**config.mk**
```make
export PLATFORM = sky130hd
export DESIGN_NAME = adder_seq
export DESIGN_NICKNAME = d
export VERILOG_FILES = /design/src/rtl/adder_seq.sv
export SDC_FILE = /design/constraint.sdc
export NUM_CORES = 1
export LEC_CHECK = 0
export BUFFER_PORTS_ARGS = -buffer_cell sky130_fd_sc_hd__buf_4
export CAP_MARGIN = 0
export CORE_ASPECT_RATIO = 0.6
export CORE_MARGIN = 10
export CORE_UTILIZATION = 55
export DETAILED_ROUTE_END_ITERATION = 16
export PLACE_DENSITY = 0.79
export SYNTH_ARGS = -nofsm -noshare
export SYNTH_HDL_FRONTEND = slang
export SYNTH_SLANG_ARGS = --single-unit
```
**constraint.sdc**
```tcl
create_clock -name clock -period 10.8 [get_ports clock]
set_clock_uncertainty 0.15 [all_clocks]
set_input_delay 1.62 -clock clock [delete_from_list [all_inputs] [get_ports clock]]
set_output_delay 1.62 -clock clock [all_outputs]
set_load 0.005 [all_outputs]
```
**src/rtl/adder_seq.sv**
```systemverilog
// Multi-cycle ripple-chunk adder/subtractor: one CHUNK-bit slice per clock,
// with the carry held in a register between slices.
module adder_seq #(
    parameter int WIDTH = 32,
    parameter int CHUNK = 8
) (
    input  logic             clock,
    input  logic             reset,
    input  logic             in_valid,
    output logic             in_ready,
    input  logic [WIDTH-1:0] a,
    input  logic [WIDTH-1:0] b,
    input  logic             sub,
    output logic             out_valid,
    input  logic             out_ready,
    output logic [WIDTH-1:0] result,
    output logic             cout,
    output logic             overflow,
    output logic             busy
);
    localparam int N  = WIDTH / CHUNK;
    localparam int CW = (N > 1) ? $clog2(N) : 1;
    localparam logic [CW-1:0] LAST = CW'(N - 1);

    typedef enum logic [1:0] {IDLE, RUN, DONE} state_t;

    state_t           state, state_nx;
    logic [CW-1:0]    idx;
    logic             carry;
    logic [WIDTH-1:0] opa, opb;
    logic [CHUNK:0]   sum;
    logic             last;

    assign last = (idx == LAST);
    assign busy = (state != IDLE);

    // opb already holds ~b for subtraction; carry-in supplies the +1.
    always_comb begin
        sum = {1'b0, opa[idx*CHUNK +: CHUNK]} + {1'b0, opb[idx*CHUNK +: CHUNK]}
            + {{CHUNK{1'b0}}, carry};
    end

    always_ff @(posedge clock or negedge reset) begin
        if (!reset) state <= IDLE;
        else        state <= state_nx;
    end

    always_comb begin
        state_nx  = state;
        in_ready  = 1'b0;
        out_valid = 1'b0;
        case (state)
            IDLE: begin
                in_ready = 1'b1;
                if (in_valid) state_nx = RUN;
            end
            RUN: begin
                if (last) state_nx = DONE;
            end
            DONE: begin
                out_valid = 1'b1;
                if (out_ready) state_nx = IDLE;
            end
            default: state_nx = IDLE;
        endcase
    end

    always_ff @(posedge clock or negedge reset) begin
        if (!reset) begin
            idx      <= '0;
            carry    <= 1'b0;
            opa      <= '0;
            opb      <= '0;
            result   <= '0;
            cout     <= 1'b0;
            overflow <= 1'b0;
        end else begin
            case (state)
                IDLE: begin
                    if (in_valid) begin
                        opa   <= a;
                        opb   <= sub ? ~b : b;
                        carry <= sub;
                        idx   <= '0;
                    end
                end
                RUN: begin
                    result[idx*CHUNK +: CHUNK] <= sum[CHUNK-1:0];
                    carry <= sum[CHUNK];
                    // Counter saturates at the last slice.
                    idx   <= last ? idx : idx + 1'b1;
                    if (last) begin
                        cout     <= sum[CHUNK];
                        overflow <= (opa[WIDTH-1] == opb[WIDTH-1]) &&
                                    (sum[CHUNK-1] != opa[WIDTH-1]);
                    end
                end
                default: ;
            endcase
        end
    end
endmodule
```
==> metrics.md, run 1 <==
| Metric | Value |
|---|---|
| CP max stage cell | dfrtp_1 |
| Period utilization | 0.322 |
| Worst-path clk slew | 70 ps |
| Chip Height | 93.6 um |
| CP startpoint kind | register |
| Ys flop type | dfrtp_1 |
| Count leader, synth | dfrtp_1 |
| I/O Buffers | 105 |
| Die ar. | 13300 sq um |
| Synth top area share | 0.519 |
| Critical path arrival | 3560 ps |
| Hold wc startpoint | result[26] |
| Fmax | 287 MHz |
| Worst slew pin tran | around 1000 ps |
| Post-synthesis cell area | 4960 sq um |
| Worst R2R End | result[14] |
| Via count | approximately 3.5k |
| PwrDens | about 350 nW/um^2 |
| Yosys top cell by area | dfrtp_1 |
| Die W | 143 um |
| Layout area overhead | 22.0% |
| Post-synth EDFFs | 0 |
| Cts bufs inserted | 9 |
| Sequential element share of the synthesized area | 0.519 |
| Reg2Reg Depth | 8 |
| Mapped Nets | between 400 and 500 |
| Final Hold Viols | 0 |
| Max clock buf depth | 2 |
| FFs w/ async S/R, synth | 1.00 |
| Final Net Count | 580 |
| Critical R2R Launch | idx[1] |
| Crit path time final | ~3500 ps |
| Remaining DRCs | 0 |
| Max transition margin | 0.307 |
| Pleak | approximately 2.7 nW |
| Synth area leaders | dfrtp_1, mux2_2, mux4_2 |
| Critical path class | reg2reg |
| Vias in the first global route | 3768 |
| RSZ-0062 raised after global routing | no |
| First-pass GRT wire length | 20000 um |
| Largest net degree at the start of global routing | 99 |
| Design Power | approximately 2.1 mW |
| Hold endpoint | result[26] |
| MaxCap Viol Count | 0 |
| Synth Instances | 398 |
| Crit path cell chain | mux4_2 > fa_1 > fa_1 > a21oi_1 > o211ai_1 > a21oi_1 > xnor2_1 > a22o_1 |
| Synth warnings | 0 |
| Hold Path Depth | 2 |
| Crit end category | register |
| DP HPWL | between 8000 and 9000 um |
| Post-CTS sizing | 0 |
| GRT Overall Usage | 0.189 |
| Most frequent cells after synthesis | dfrtp_1, a21oi_1, nor2_1, xnor2_1, mux2_2 |
| GR Overflow Total | 0 |
| ANT nets after route | 0 |
| Initial antenna violation count | 0 |
| Num ports | about 110 |
| Status | complete, no violations |
| Reg-to-reg slack, setup | 7320 ps |
| Worst EP required | approximately 11000 ps |
| Core area | 8650 sq um |
| Wirelength per Cell | between 20 and 25 um |
| Final setup vio count | 0 |
| Starting Density | 0.574 |
| Register bit total from synthesis | 103 |
| Drt total wl | 12300 um |
| # diodes | 0 |
| Layout cells sized above 1 | 0.358 |
| Synth Area per Inst | 12.5 sq um |
| WHS | about 340 ps |
| Crit path max fanout | 21 |
| Final core utilization | 0.700 |
| Post-synthesis cell type count | 43 |
| CTS Root Cell | clkbuf_16 |
| Postcts setup bufs | 0 |
| Routability congestion estimate from global placement | 0.894 |
| Max VDD drop | 0.000174 V |
| CP peak stage delay | about 960 ps |
| Slew Limit Fails | 0 |
| Worst hold path class | reg2reg |
| Iter 0 DRT Violations | between 200 and 300 |
| Vias/cell | 5.72 |
| CTS sink count | 103 |
| # rows | 26 |
| Clk_lat worst skew | 340 ps |
| CTS tree | built |
| CTS Hold Bufs | 0 |
| Setup TNS | 0 ps |
| H-tree levels | 3 |
| 1st-pass router iterations | 4 |
## layer usage
metal  wire, um  part of all wire  GRT usage
met5          0                 0          0
met4         81            0.0066     0.0376
met3       1170             0.095     0.0747
met2       5390              0.44      0.281
met1       5680              0.46      0.256
## worst max-delay path by stage
stage          cells after the start         end  startpoint
3_5_place_dp                       8  result[22]      idx[1]
2_1_floorplan                      9  result[14]      idx[0]
6_report                           8  result[14]      idx[1]
4_1_cts                            8  result[14]      idx[1]
5_1_grt                            8  result[20]      idx[1]
3_3_place_gp                       8   result[6]      idx[1]
## metrics by stage
stage / instance area, sq um / worst slack, ps / std cells
detailed placement: 5780 / 7330 / 597
global route: 6050 / 7100 / 612
finish: 6050 / 7320 / 612
floorplan: 4960 / 7430 / 398
global placement: 5780 / 7450 / 597
CTS: 6050 / 7310 / 612
## registers in the layout, indices dropped and copies added (netlist names)
signal,flops
opa,32
state,2
overflow,1
cout,1
result,32
opb,32
carry,1
idx,2
## power breakdown
group / switching (mW) / leakage (nW) / internal [mW]
logic: 0.636 / 1.32 / 0.512
clock network: 0.135 / 0.142 / 0.177
registers: 0.120 / 1.26 / 0.559
## area by class of cell
class | count | area [sq um]
Fill cell | 647 | 2600
Sequential cell | 103 | 2580
Multi-Input combinational cell | 266 | 2220
Timing Repair Buffer | 107 | 803
Clock buffer | 10 | 229
Tap cell | 112 | 140
Clock inverter | 5 | 50.0
Inverter | 9 | 33.8
## placed cells by master, fill, tap and decap left out, types with 2 or more instances in the layout
cell type    n
o21ai_1      4
nor2_1      36
o21ai_0      9
inv_1        9
mux4_2      16
nand2_1     18
ha_1        13
o211ai_1     5
clkinv_2     4
buf_4      107
or3_1        2
mux2_2      34
nand4_1      2
xnor2_1     36
fa_1         2
a21oi_1     38
dfrtp_1    103
a22o_1      26
nand2b_1     3
clkbuf_16    9
nand2_2      2
## worst max-delay path, delay by kind of cell (launching register included)
family | cells | cell delay (ps)
flip-flops | 1 | 960
adder cells (fa/ha/maj) | 2 | 910
AO/OA/AOI/OAI | 4 | 770
multiplexers | 1 | 430
XOR/XNOR | 1 | 140
## cell families (layout without fill, tap and decap cells)
logic type | Yosys count | count (layout) | synth area share
DFF | 103 | 103 | 0.519
AOI/OAI and AO/OA | 89 | 89 | 0.116
and+or+nand+nor | 74 | 74 | 0.0731
muxes | 51 | 51 | 0.152
xor gates and xnor gates | 37 | 37 | 0.0653
buffers and inverters | 29 | 131 | 0.0338
adders and majority gates | 15 | 15 | 0.0408
No activity file was read; power rests on OpenSTA's default activity.
==> run 2, diff against run 1 <==
==> constraint.sdc (replaced) <==
create_clock -name clock -period 3.6 [get_ports clock]
set_clock_uncertainty 0.15 [all_clocks]
set_input_delay 0.54 -clock clock [delete_from_list [all_inputs] [get_ports clock]]
set_output_delay 0.54 -clock clock [all_outputs]
set_load 0.005 [all_outputs]
==> metrics.md, run 2 (same netlist as run 1, synthesis figures left out) <==
| Metric | Value |
|---|---|
| MaxCap Viol Count | 0 (unchanged) |
| Routability congestion estimate from global placement | 0.922 (was 0.894) |
| Via count | 3583 (was 3503) |
| CTS sink count | 103 (unchanged) |
| Final Net Count | 584 (was 580) |
| First-pass GRT wire length | 20300 um (was 20000 um) |
| 1st-pass router iterations | 5 (was 4) |
| Vias in the first global route | 3769 (was 3768) |
| Post-CTS sizing | 0 (unchanged) |
| Drt total wl | 12600 um (was 12300 um) |
| Vias/cell | 5.81 (was 5.72) |
| Wirelength per Cell | 20.4 um (was 20.1 um) |
| Commonest non-fill, non-tap cell in the layout | buf_4 (unchanged) |
| Postcts setup bufs | 0 (unchanged) |
| H-tree levels | 3 (unchanged) |
| ANT nets after route | 0 (unchanged) |
| Largest net degree at the start of global routing | 75 (was 99) |
| Critical path class | reg2reg (unchanged) |
| Max VDD drop | 0.000594 V (was 0.000174 V) |
| # diodes | 0 (unchanged) |
| Worst slew pin tran | 819 ps (was 1040 ps) |
| Most frequent cells in the layout | buf_4, dfrtp_1, a21oi_1 (unchanged) |
| Worst-path clk slew | 60 ps (was 70 ps) |
| Max transition margin | 0.454 (was 0.307) |
| RSZ-0062 raised after global routing | no (unchanged) |
| Iter 0 DRT Violations | 219 (was 298) |
| Worst hold path class | in2async (was reg2reg) |
| Num ports | 106 (unchanged) |
| Period utilization | 0.846 (was 0.322) |
| Slew Limit Fails | 0 (unchanged) |
| GR Overflow Total | 0 (unchanged) |
| Critical path arrival | 3160 ps (was 3560 ps) |
| Die ar. | 13300 sq um (unchanged) |
| Regs by FF count | opa (32), opb (32), result (32) (unchanged) |
| CTS tree | built (unchanged) |
| WHS | 143 ps (was 338 ps) |
| Design Power | 6.40 mW (was 2.14 mW) |
| Crit path max fanout | 17 (was 21) |
| Final Hold Viols | 0 (unchanged) |
| Fin area | 6060 sq um (was 6050 sq um) |
| Cell Area, Placed | 5810 sq um (was 5780 sq um) |
| Max clock buf depth | 2 (unchanged) |
| Core area | 8650 sq um (unchanged) |
| Clk_lat worst skew | 350 ps (was 340 ps) |
| Status | complete, no violations (unchanged) |
| Fill cell count | 642 (was 647) |
| Crit end category | register (unchanged) |
| Remaining DRCs | 0 (unchanged) |
| GRT Overall Usage | 0.193 (was 0.189) |
| Layout cells sized above 1 | 0.360 (was 0.358) |
| CTS Root Cell | clkbuf_16 (unchanged) |
| PwrDens | 1060 nW/um^2 (was 353 nW/um^2) |
| Chip Height | 93.6 um (unchanged) |
| Fmax | 328 MHz (was 287 MHz) |
| I/O Buffers | 105 (unchanged) |
| Setup TNS | 0 ps (unchanged) |
| CP startpoint kind | register (unchanged) |
| Worst EP required | 3710 ps (was 10880 ps) |
| Initial antenna violation count | 0 (unchanged) |
| DP HPWL | 9460 um (was 8970 um) |
| CTS Hold Bufs | 0 (unchanged) |
| Die W | 143 um (unchanged) |
| Final setup vio count | 0 (unchanged) |
| Cts bufs inserted | 9 (unchanged) |
| Final core utilization | 0.701 (was 0.700) |
| # rows | 26 (unchanged) |
| Layout area overhead | 22.2% (was 22.0%) |
| Crit path time final | 3050 ps (was 3480 ps) |
| Starting Density | 0.574 (unchanged) |
| Pleak | 2.72 nW (about the same) |
[run 2: cell types whose count changed in the layout (fill, tap and decap cells not counted)]
cell        previous run  this run
clkinv_2               4         3
clkinvlp_4             0         1
buf_4                107       111
clkbuf_1               1         3
bufinv_16              1         0
[run 2: final cells by class]
type | instances | area [sq um] | area share
sequential | 103 | 2580 | 0.425
multi-input combinational | 266 | 2220 | 0.366
timing repair buffer | 111 | 833 | 0.137
clock buffer | 12 | 236 | 0.0390
tap | 112 | 140 | 0.0231
inverter | 9 | 33.8 | 0.00557
clock inverter | 4 | 22.5 | 0.00371
[run 2: critical path, cell delays in order, from the launching register on]
cell	delay (ps)
dfrtp_1	430
buf_4	320
mux4_2	600
ha_1	320
a211oi_1	320
o211ai_1	190
nand4_1	150
nand3_1	220
o211ai_1	250
[run 2: metrics by stage]
| stage | cells | setup slack [ps] |
|---|---|---|
| 3_5_place_dp | 601 | 561 |
| 5_1_grt | 617 | 324 |
| 6_report | 617 | 554 |
| 3_3_place_gp | 601 | 656 |
| 4_1_cts | 617 | 540 |
| 2_1_floorplan | 398 | 226 |
[run 2: report_power, final]
group          internal (mW)  leakage, nW  switching (mW)
registers               1.68         1.26           0.349
clock network          0.466        0.126           0.410
logic                   1.55         1.34            1.95
[run 2: worst paths after layout]
| path | slack, ps | from | depth (start not counted) | to |
|---|---|---|---|---|
| min in group clock | 230 | out_ready | 2 | state[1] |
| max in group asynchronous | 2360 | reset | 2 | result[0] |
| worst max register to register | 550 | idx[0] | 8 | overflow |
| worst min-delay path | 140 | reset | 1 | opa[3] |
| worst min register to register | 350 | result[18] | 2 | result[18] |
| worst max-delay path | 550 | idx[0] | 8 | overflow |
[run 2: metal layers]
| metal | up-vias | track usage | part of all wire | wire length [um] |
|---|---|---|---|---|
| li1 | 1625 | - | - | - |
| met3 | 14 | 0.0747 | 0.098 | 1230 |
| met5 | - | 0 | 0 | 0 |
| met4 | 0 | 0.0453 | 0.0087 | 109 |
| met2 | 157 | 0.281 | 0.44 | 5490 |
| met1 | 1787 | 0.266 | 0.46 | 5760 |
